[config.mk]
export PLATFORM = sky130hd
export DESIGN_NAME = mix_columns_iter_flat
export DESIGN_NICKNAME = d
export VERILOG_FILES = /design/src/rtl/aes_pkg.sv /design/src/rtl/mix_columns_iter_if.sv /design/src/rtl/mix_columns_iter_mix.sv /design/src/rtl/mix_columns_iter.sv /design/src/flat_wrapper.sv
export SDC_FILE = /design/constraint.sdc
export NUM_CORES = 1
export LEC_CHECK = 0
export CAP_MARGIN = 20
export CORE_ASPECT_RATIO = 0.5
export CORE_UTILIZATION = 30
export CTS_CLUSTER_SIZE = 25
export DETAILED_ROUTE_END_ITERATION = 12
export PLACE_DENSITY_LB_ADDON = 0.3
export RECOVER_POWER = 50
export SLEW_MARGIN = 20
export SYNTH_ARGS = -nofsm -noshare
export SYNTH_HDL_FRONTEND = slang
export SYNTH_HIERARCHICAL = 1
export SYNTH_SLANG_ARGS = --single-unit
[constraint.sdc]
create_clock -name clk -period 6.1 [get_ports clk]
set_input_delay 1.525 -clock clk [delete_from_list [all_inputs] [get_ports clk]]
set_output_delay 1.525 -clock clk [all_outputs]
set_load 0.005 [all_outputs]
[src/rtl/aes_pkg.sv]
// Shared AES constants, types and GF(2^8) helpers.
// Used by the iterative MixColumns slice.
package aes_pkg;

   localparam int NCOL = 4;
   localparam int BW = 8;
   localparam logic [7:0] AES_POLY = 8'h1B;

   typedef logic [127:0] state_t;
   typedef logic [31:0] word_t;
   typedef logic [BW-1:0] byte_t;

   typedef enum logic [1:0] {
      IDLE = 2'd0,
      BUSY = 2'd1,
      DONE = 2'd2
   } fsm_t;

   function automatic byte_t xtime(input byte_t b);
      return {b[BW-2:0], 1'b0} ^ (b[BW-1] ? AES_POLY : '0);
   endfunction

endpackage

[src/rtl/mix_columns_iter_if.sv]
// Valid/ready bundle between shift_rows, MixColumns and downstream.
// The inv bit exists only when MIX_COLUMNS_INV_EN is defined.
interface mix_columns_iter_if;
   import aes_pkg::*;

   logic   in_valid;
   logic   in_ready;
   state_t data_in;
   logic   out_valid;
   logic   out_ready;
   state_t data_out;
`ifdef MIX_COLUMNS_INV_EN
   logic   inv;

   modport master (
      output in_valid, data_in, out_ready, inv,
      input  in_ready, out_valid, data_out
   );
   modport slave (
      input  in_valid, data_in, out_ready, inv,
      output in_ready, out_valid, data_out
   );
`else
   modport master (
      output in_valid, data_in, out_ready,
      input  in_ready, out_valid, data_out
   );
   modport slave (
      input  in_valid, data_in, out_ready,
      output in_ready, out_valid, data_out
   );
`endif

endinterface

[src/rtl/mix_columns_iter_mix.sv]
// Single-column (Inv)MixColumns over GF(2^8), purely combinational.
// Row-0 byte sits at the column MSB.
module mix_single_column
   import aes_pkg::*;
(
   input  word_t col_in,
`ifdef MIX_COLUMNS_INV_EN
   input  logic  inv,
`endif
   output word_t col_out
);

   byte_t a  [4];
   byte_t x2 [4];
   byte_t x4 [4];
   byte_t x8 [4];
   byte_t fwd [4];
   byte_t bwd [4];

   always_comb begin
      for (int i = 0; i < 4; i++) begin
         a[i]  = col_in[31-8*i -: 8];
         x2[i] = xtime(a[i]);
         x4[i] = xtime(x2[i]);
         x8[i] = xtime(x4[i]);
      end
   end

   // Row r uses a rotated coefficient row, so index neighbours mod 4.
   always_comb begin
      for (int r = 0; r < 4; r++) begin
         fwd[r] = x2[r] ^ (x2[(r+1)%4] ^ a[(r+1)%4])
                ^ a[(r+2)%4] ^ a[(r+3)%4];
         bwd[r] = (x8[r] ^ x4[r] ^ x2[r])
                ^ (x8[(r+1)%4] ^ x2[(r+1)%4] ^ a[(r+1)%4])
                ^ (x8[(r+2)%4] ^ x4[(r+2)%4] ^ a[(r+2)%4])
                ^ (x8[(r+3)%4] ^ a[(r+3)%4]);
      end
   end

   always_comb begin
      col_out = '0;
      for (int r = 0; r < 4; r++) begin
`ifdef MIX_COLUMNS_INV_EN
         col_out[31-8*r -: 8] = inv ? bwd[r] : fwd[r];
`else
         col_out[31-8*r -: 8] = fwd[r];
`endif
      end
   end

`ifndef MIX_COLUMNS_INV_EN
   logic unused_bwd;
   always_comb begin
      unused_bwd = 1'b0;
      for (int r = 0; r < 4; r++) unused_bwd = unused_bwd ^ (^bwd[r]);
   end
`endif

endmodule

[src/rtl/mix_columns_iter.sv]
// Iterative AES MixColumns: one column per cycle, valid/ready on both sides.
// Define MIX_COLUMNS_INV_EN to add the per-state inv select (InvMixColumns).
module mix_columns_iter
   import aes_pkg::*;
(
   input  logic clk,
   input  logic rst,
   mix_columns_iter_if.slave bus
);

   localparam int CW = $clog2(NCOL);

   fsm_t          state_q, state_d;
   logic [CW-1:0] col_cnt;
   state_t        st_q;
   word_t         col_in, col_out;
   logic          accept;
   logic          inv_q;

   assign accept = bus.in_valid && bus.in_ready;

   always_ff @(posedge clk or posedge rst) begin
      if (rst) state_q <= IDLE;
      else     state_q <= state_d;
   end

   always_comb begin
      state_d = state_q;
      unique case (state_q)
         IDLE: if (accept) state_d = BUSY;
         BUSY: if (col_cnt == CW'(NCOL-1)) state_d = DONE;
         DONE: if (bus.out_ready) state_d = bus.in_valid ? BUSY : IDLE;
         default: state_d = IDLE;
      endcase
   end

   always_comb begin
      bus.in_ready  = 1'b0;
      bus.out_valid = 1'b0;
      bus.data_out  = '0;
      unique case (state_q)
         IDLE: bus.in_ready = 1'b1;
         BUSY: bus.in_ready = 1'b0;
         DONE: begin
            bus.in_ready  = bus.out_ready;
            bus.out_valid = 1'b1;
            bus.data_out  = st_q;
         end
         default: bus.in_ready = 1'b0;
      endcase
   end

   always_comb begin
      col_in = '0;
      for (int i = 0; i < NCOL; i++)
         if (col_cnt == CW'(i)) col_in = st_q[127-32*i -: 32];
   end

   // Counter only advances in BUSY, so its 3->0 wrap is the DONE edge.
   always_ff @(posedge clk or posedge rst) begin
      if (rst) begin
         st_q    <= '0;
         col_cnt <= '0;
         inv_q   <= 1'b0;
      end else if (accept) begin
         st_q    <= bus.data_in;
         col_cnt <= '0;
`ifdef MIX_COLUMNS_INV_EN
         inv_q   <= bus.inv;
`endif
      end else if (state_q == BUSY) begin
         for (int i = 0; i < NCOL; i++)
            if (col_cnt == CW'(i)) st_q[127-32*i -: 32] <= col_out;
         col_cnt <= col_cnt + 1'b1;
      end
   end

   mix_single_column u_mix (
      .col_in  (col_in),
`ifdef MIX_COLUMNS_INV_EN
      .inv     (inv_q),
`endif
      .col_out (col_out)
   );

`ifndef MIX_COLUMNS_INV_EN
   logic unused_inv;
   assign unused_inv = inv_q;
`endif

endmodule
[src/flat_wrapper.sv]
// flat-port wrapper written by rule: the top's interface ports become plain ports
module mix_columns_iter_flat import aes_pkg::*;
  (clk, rst, bus_in_valid, bus_data_in, bus_out_ready, bus_in_ready, bus_out_valid, bus_data_out);
  mix_columns_iter_if bus_i ();
  input  logic clk;
  input  logic rst;
  input wire logic [$bits(bus_i.in_valid)-1:0] bus_in_valid;
  input wire logic [$bits(bus_i.data_in)-1:0] bus_data_in;
  input wire logic [$bits(bus_i.out_ready)-1:0] bus_out_ready;
  output wire logic [$bits(bus_i.in_ready)-1:0] bus_in_ready;
  output wire logic [$bits(bus_i.out_valid)-1:0] bus_out_valid;
  output wire logic [$bits(bus_i.data_out)-1:0] bus_data_out;
  assign bus_i.in_valid = bus_in_valid;
  assign bus_i.data_in = bus_data_in;
  assign bus_i.out_ready = bus_out_ready;
  assign bus_in_ready = bus_i.in_ready;
  assign bus_out_valid = bus_i.out_valid;
  assign bus_data_out = bus_i.data_out;
  mix_columns_iter u_core (.clk(clk), .rst(rst), .bus(bus_i));
endmodule
Yosys cells after proc, flatten, opt, wreduce, memory -nomap -nowiden. Index checks and enable logic that the tools add are counted. Widths: inputs -> output; s select.

Input port bits: 132. Output and inout bits: 130. Word-level logic and storage cells: 72. Bits in read-only memories: 0. RAM bits: 0. Register bits after elaboration: 132. Latch bits: 0. Memories: 0.

Reduce and logical (&&, ||, !) cells: 13. Shifts and indexed selects: 0. Mux-type cells: 24. Eq/ne operators: 8. Divide/modulo/power cells: 0. $lt $le $gt $ge: 0. Bitwise gates (word level): 20. $add $sub $neg: 1. $mul: 0.

Operator list (count): $mux 128 (3); $mux 32 (8); $xor 8x8->8 (17); $xor 8x5->8 (3); $mux 5 (4); $mux 2 (5); $reduce_bool 2->1 (5); $reduce_and 2->1 (4); $eq 2x2->1 const B (3); $pmux 2 s3 (1); $eq 2x1->1 const B (2); $logic_not 2->1 (2); $ne 2x1->1 const B (2); $reduce_and 3->1 (1); $add 2x1->2 const B (1); $mux 1 (2); $ne 2x2->1 const B (1); $pmux 1 s2 (1); $logic_and 1x1->1 (1).

Longest topological paths before layout.
Word-level depth: 14. Gate-level depth with buffers: 12. Gate-level depth less buffers: 9.

Modules after synthesis. The synthesis kept the hierarchy.

Modules (own cells, without submodules): mix_columns_iter (cells an instance 753, instances 1, area each 8941.1 µm², sequential area each 3303.2 µm²); mix_single_column (cells an instance 80, instances 1, area each 1298.7 µm², sequential area each 0.0 µm²).

Worst setup path before layout. No wires, ideal clock.

Path type: input -> output. From: input bus_out_ready. To: output bus_in_ready. Path buffers: 0. Data required time: 4.575 ns. Arrival time: 1.706 ns. Cell stages on the path: 2. Slack: 2.869 ns. Cells stage by stage: nor2b_1 -> nor2_1.

Word-level cells in the longest chain between the ends: 1.

Ends and longest elaborated chain: start: declaration (RTL line flat_wrapper.sv:9) `input wire logic [$bits(bus_i.out_ready)-1:0] bus_out_ready;`; $pmux 1 s2 (RTL line mix_columns_iter.sv:41) `unique case (state_q)`; end: declaration (RTL line flat_wrapper.sv:10) `output wire logic [$bits(bus_i.in_ready)-1:0] bus_in_ready;`.

No other way between the ends.

Worst setup path in the final report.
From: input bus_out_ready. To: register u_core.st_q[113].

Word-level cells in the longest chain between the ends: 4. Elaborated cells on any way between the ends: 6. Those cells by class: mux (2); reduce/logical (4).

Ends and longest elaborated chain: $pmux 1 s2 * (RTL line mix_columns_iter.sv:41); $logic_and 1x1->1 * (RTL line mix_columns_iter.sv:20) `assign accept = bus.in_valid && bus.in_ready;`; $reduce_bool 2->1 (no line); $reduce_and 2->1 (no line); end signal: assignment (RTL line mix_columns_iter.sv:66) `st_q <= bus.data_in;`; end signal: indexed assignment (RTL line mix_columns_iter.sv:73) `if (col_cnt == CW'(i)) st_q[127-32*i -: 32] <= col_out;`; end: declaration (RTL line mix_columns_iter.sv:15) `state_t st_q;`.

Mark *: on every way between the ends. The rest lies on a longest branch, timed or not. A chain may end at the register's enable or synchronous reset.

==> impl_metrics.env <==
export IMPL_dp_hpwl_mm=25.6
export IMPL_met1_usage=0.267
export IMPL_drc_errors=0
export IMPL_cts_sinks=132
export IMPL_synth_edff_count=0
export IMPL_path_buf_inv=2
export IMPL_clock_latency_ns=0.43
export IMPL_cts_buffers=17
export IMPL_drv_cap=2
export IMPL_die_y_um=133
export IMPL_vias=7757
export IMPL_critPathCaptureType="register"
export IMPL_row_count=47
export IMPL_met3_usage=0.0432
export IMPL_async_reset_ff_frac=1.00
export IMPL_cts_repair_resized=0
export IMPL_first_global_vias=8349
export IMPL_critPathMaxStageDelay_ns=2.42
export IMPL_ys_seq_area_frac=0.323
export IMPL_final_min_clock_period_ns=5.00
export IMPL_yosysWarnings=6
export IMPL_n_fill_cell=3165
export IMPL_root_buffer="clkbuf_16"
export IMPL_synth_area_leaders="dfrtp_1 32%, mux2_4 17%, mux2_2 15%"
export IMPL_crit_fanout=129
export IMPL_cp_start_kind="input pin"
export IMPL_first_iter_violations=663
export IMPL_slew_violations=230
export IMPL_layout_drive_gt1_share=0.301
export IMPL_violations="capacitance limit, slew limit"
export IMPL_synth_top_area_frac=0.323
export IMPL_grtUsageMet2=0.340
export IMPL_setup_tns_ns=0
export IMPL_synthFlopType="dfrtp_1"
export IMPL_syn_area_um2=10200
export IMPL_path_cells="dlygate4sd3_1 -> o211ai_1 -> clkbuf_2 -> mux2_2"
export IMPL_post_synth_top_count_cell="mux2_2"
export IMPL_setup_viol=0
export IMPL_stdcell_count=1503
export IMPL_syn2layout_area_growth_pct=33.3
export IMPL_coreArea_um2=33300
export IMPL_first_pass_iters=5
export IMPL_tightest_slew_ns=3.43
export IMPL_clk_pin_slew_ns=0.05
export IMPL_syn_inst=833
export IMPL_status="finished, violations left"
export IMPL_cts_setup_buffers=0
export IMPL_rsz0062_at_grt="no"
export IMPL_ys_seq_elements=132
export IMPL_finalHoldViolCount=0
export IMPL_die_w_um=263
export IMPL_wire_per_inst_um=23.8
export IMPL_dieArea_um2=34900
export IMPL_holdBufCountCts=0
export IMPL_path_delay_family="buffers and inverters"
export IMPL_yosys_top_cells_count="137 x mux2_2, 132 x dfrtp_1, 127 x and3_1"
export IMPL_placed_cells=1468
export IMPL_gr_total_overflow=0
export IMPL_fin_worst_skew_ns=0.0137
export IMPL_tritoncts="done"
export IMPL_ios=262
export IMPL_gr_max_usage_layer="met2"
export IMPL_ctsLongestPathBuffers=2
export IMPL_crit_required_ns=6.39
export IMPL_ys_types=31
export IMPL_nets=1182
export IMPL_ant_nets=0
export IMPL_finalCritPeriodShare=0.819
export IMPL_syn_nets=969
export IMPL_fmax_mhz=200
export IMPL_syn_avg_cell_area_um2=12.3
export IMPL_io_buffers=261
export IMPL_cts_max_level=4
export IMPL_crit_type="in -> reg"
export IMPL_finalWeightedCongestion=0.834
export IMPL_wirelength_mm=35.8
export IMPL_grt_start_max_net_pins=130
export IMPL_relSlewSlack=-1.29
export IMPL_initial_utilization=0.307
export IMPL_yosysTopAreaCell="dfrtp_1"
export IMPL_grtUsageTotal=0.206
export IMPL_antenna_found_initial=3
export IMPL_grt_pass1_wl_mm=54.2
export IMPL_cp_slowest_cell="clkbuf_2"
export IMPL_hp_class="reg -> reg"
export IMPL_via_per_inst=5.16
export IMPL_cp_data_arrival_time_ns=5.29
## area by class of cell
class	instances	area, µm²	area share
Multi-Input combinational cell	609	6440	0.472
Clock inverter	4	45.0	0.00330
Tap cell	441	552	0.0404
Sequential cell	132	3310	0.242
Inverter	7	30.0	0.00220
Timing Repair Buffer	279	2760	0.202
Antenna cell	3	7.51	0.000550
Clock buffer	28	517	0.0378
## path summary, 6_finish.rpt
| path | startpoint | endpoint | slack [ns] | cells past startpoint |
|---|---|---|---|---|
| setup / recovery | bus_out_ready | u_core/st_q[113] | 1.10 | 4 |
| hold / removal | u_core/st_q[62] | u_core/st_q[62] | 0.63 | 2 |
| setup reg to reg | u_core/state_q[0] | u_core/st_q[113] | 1.41 | 5 |
| hold reg to reg | u_core/st_q[62] | u_core/st_q[62] | 0.63 | 2 |
| max in group asynchronous | rst | u_core/st_q[32] | 2.35 | 3 |
| min in group asynchronous | rst | u_core/st_q[4] | 2.25 | 2 |
## layer usage
metal	vias to the layer above	wire [µm]
met5	-	0
met4	0	823
met3	44	1440
met2	183	17600
met1	4053	16000
li1	3477	-
## placed cells by master (no fill, tap or decap), types with 5 or more instances in the layout
cell type and instances:
and3_1 127, xor2_1 10, a221oi_1 31, buf_4 16, clkbuf_16 17, xor3_1 7, inv_1 5, xnor3_1 32
o31ai_1 29, clkbuf_1 6, mux2_4 119, clkdlybuf4s50_1 257, clkbuf_8 5, nor2b_1 33, mux2_2 137, nand2_1 32
xnor2_1 21, dfrtp_1 131
## per-stage QoR
step,hold slack (ns),area (µm²),setup WS (ns),util
after floorplan,0.538,10200,1.05,-
after global placement,0.575,13100,1.78,0.393
after detailed placement,0.617,13100,1.77,0.393
after CTS,0.640,13700,1.69,0.410
after global routing,0.664,13700,0.893,0.410
final,0.635,13700,1.10,0.410
## registers in the layout, indices dropped and copies added (netlist names)
| signal | count |
|---|---|
| u_core/col_cnt | 2 |
| u_core/state_q | 2 |
| u_core/st_q | 128 |
## worst reg2reg max path, delay by kind of cell (launching register included)
| family | cells | cell delay [ns] |
|---|---|---|
| compound gates | 1 | 0.13 |
| buf+inv | 3 | 3.26 |
| flops | 1 | 0.55 |
| mux | 1 | 0.60 |
## logic make-up after synthesis
| kind of cell | Yosys count | share of synthesized area |
|---|---|---|
| multiplexers | 257 | 0.326 |
| AND/OR/NAND/NOR | 203 | 0.116 |
| flip-flops | 132 | 0.323 |
| buffers and inverters | 92 | 0.0518 |
| XOR/XNOR | 76 | 0.125 |
| AO/OA/AOI/OAI | 69 | 0.0538 |
| adder cells (fa/ha/maj) | 4 | 0.00489 |
Power is left out: the tool's default activity adds up to more than one toggle a clock period on the data nets, which glitch-free logic cannot reach.
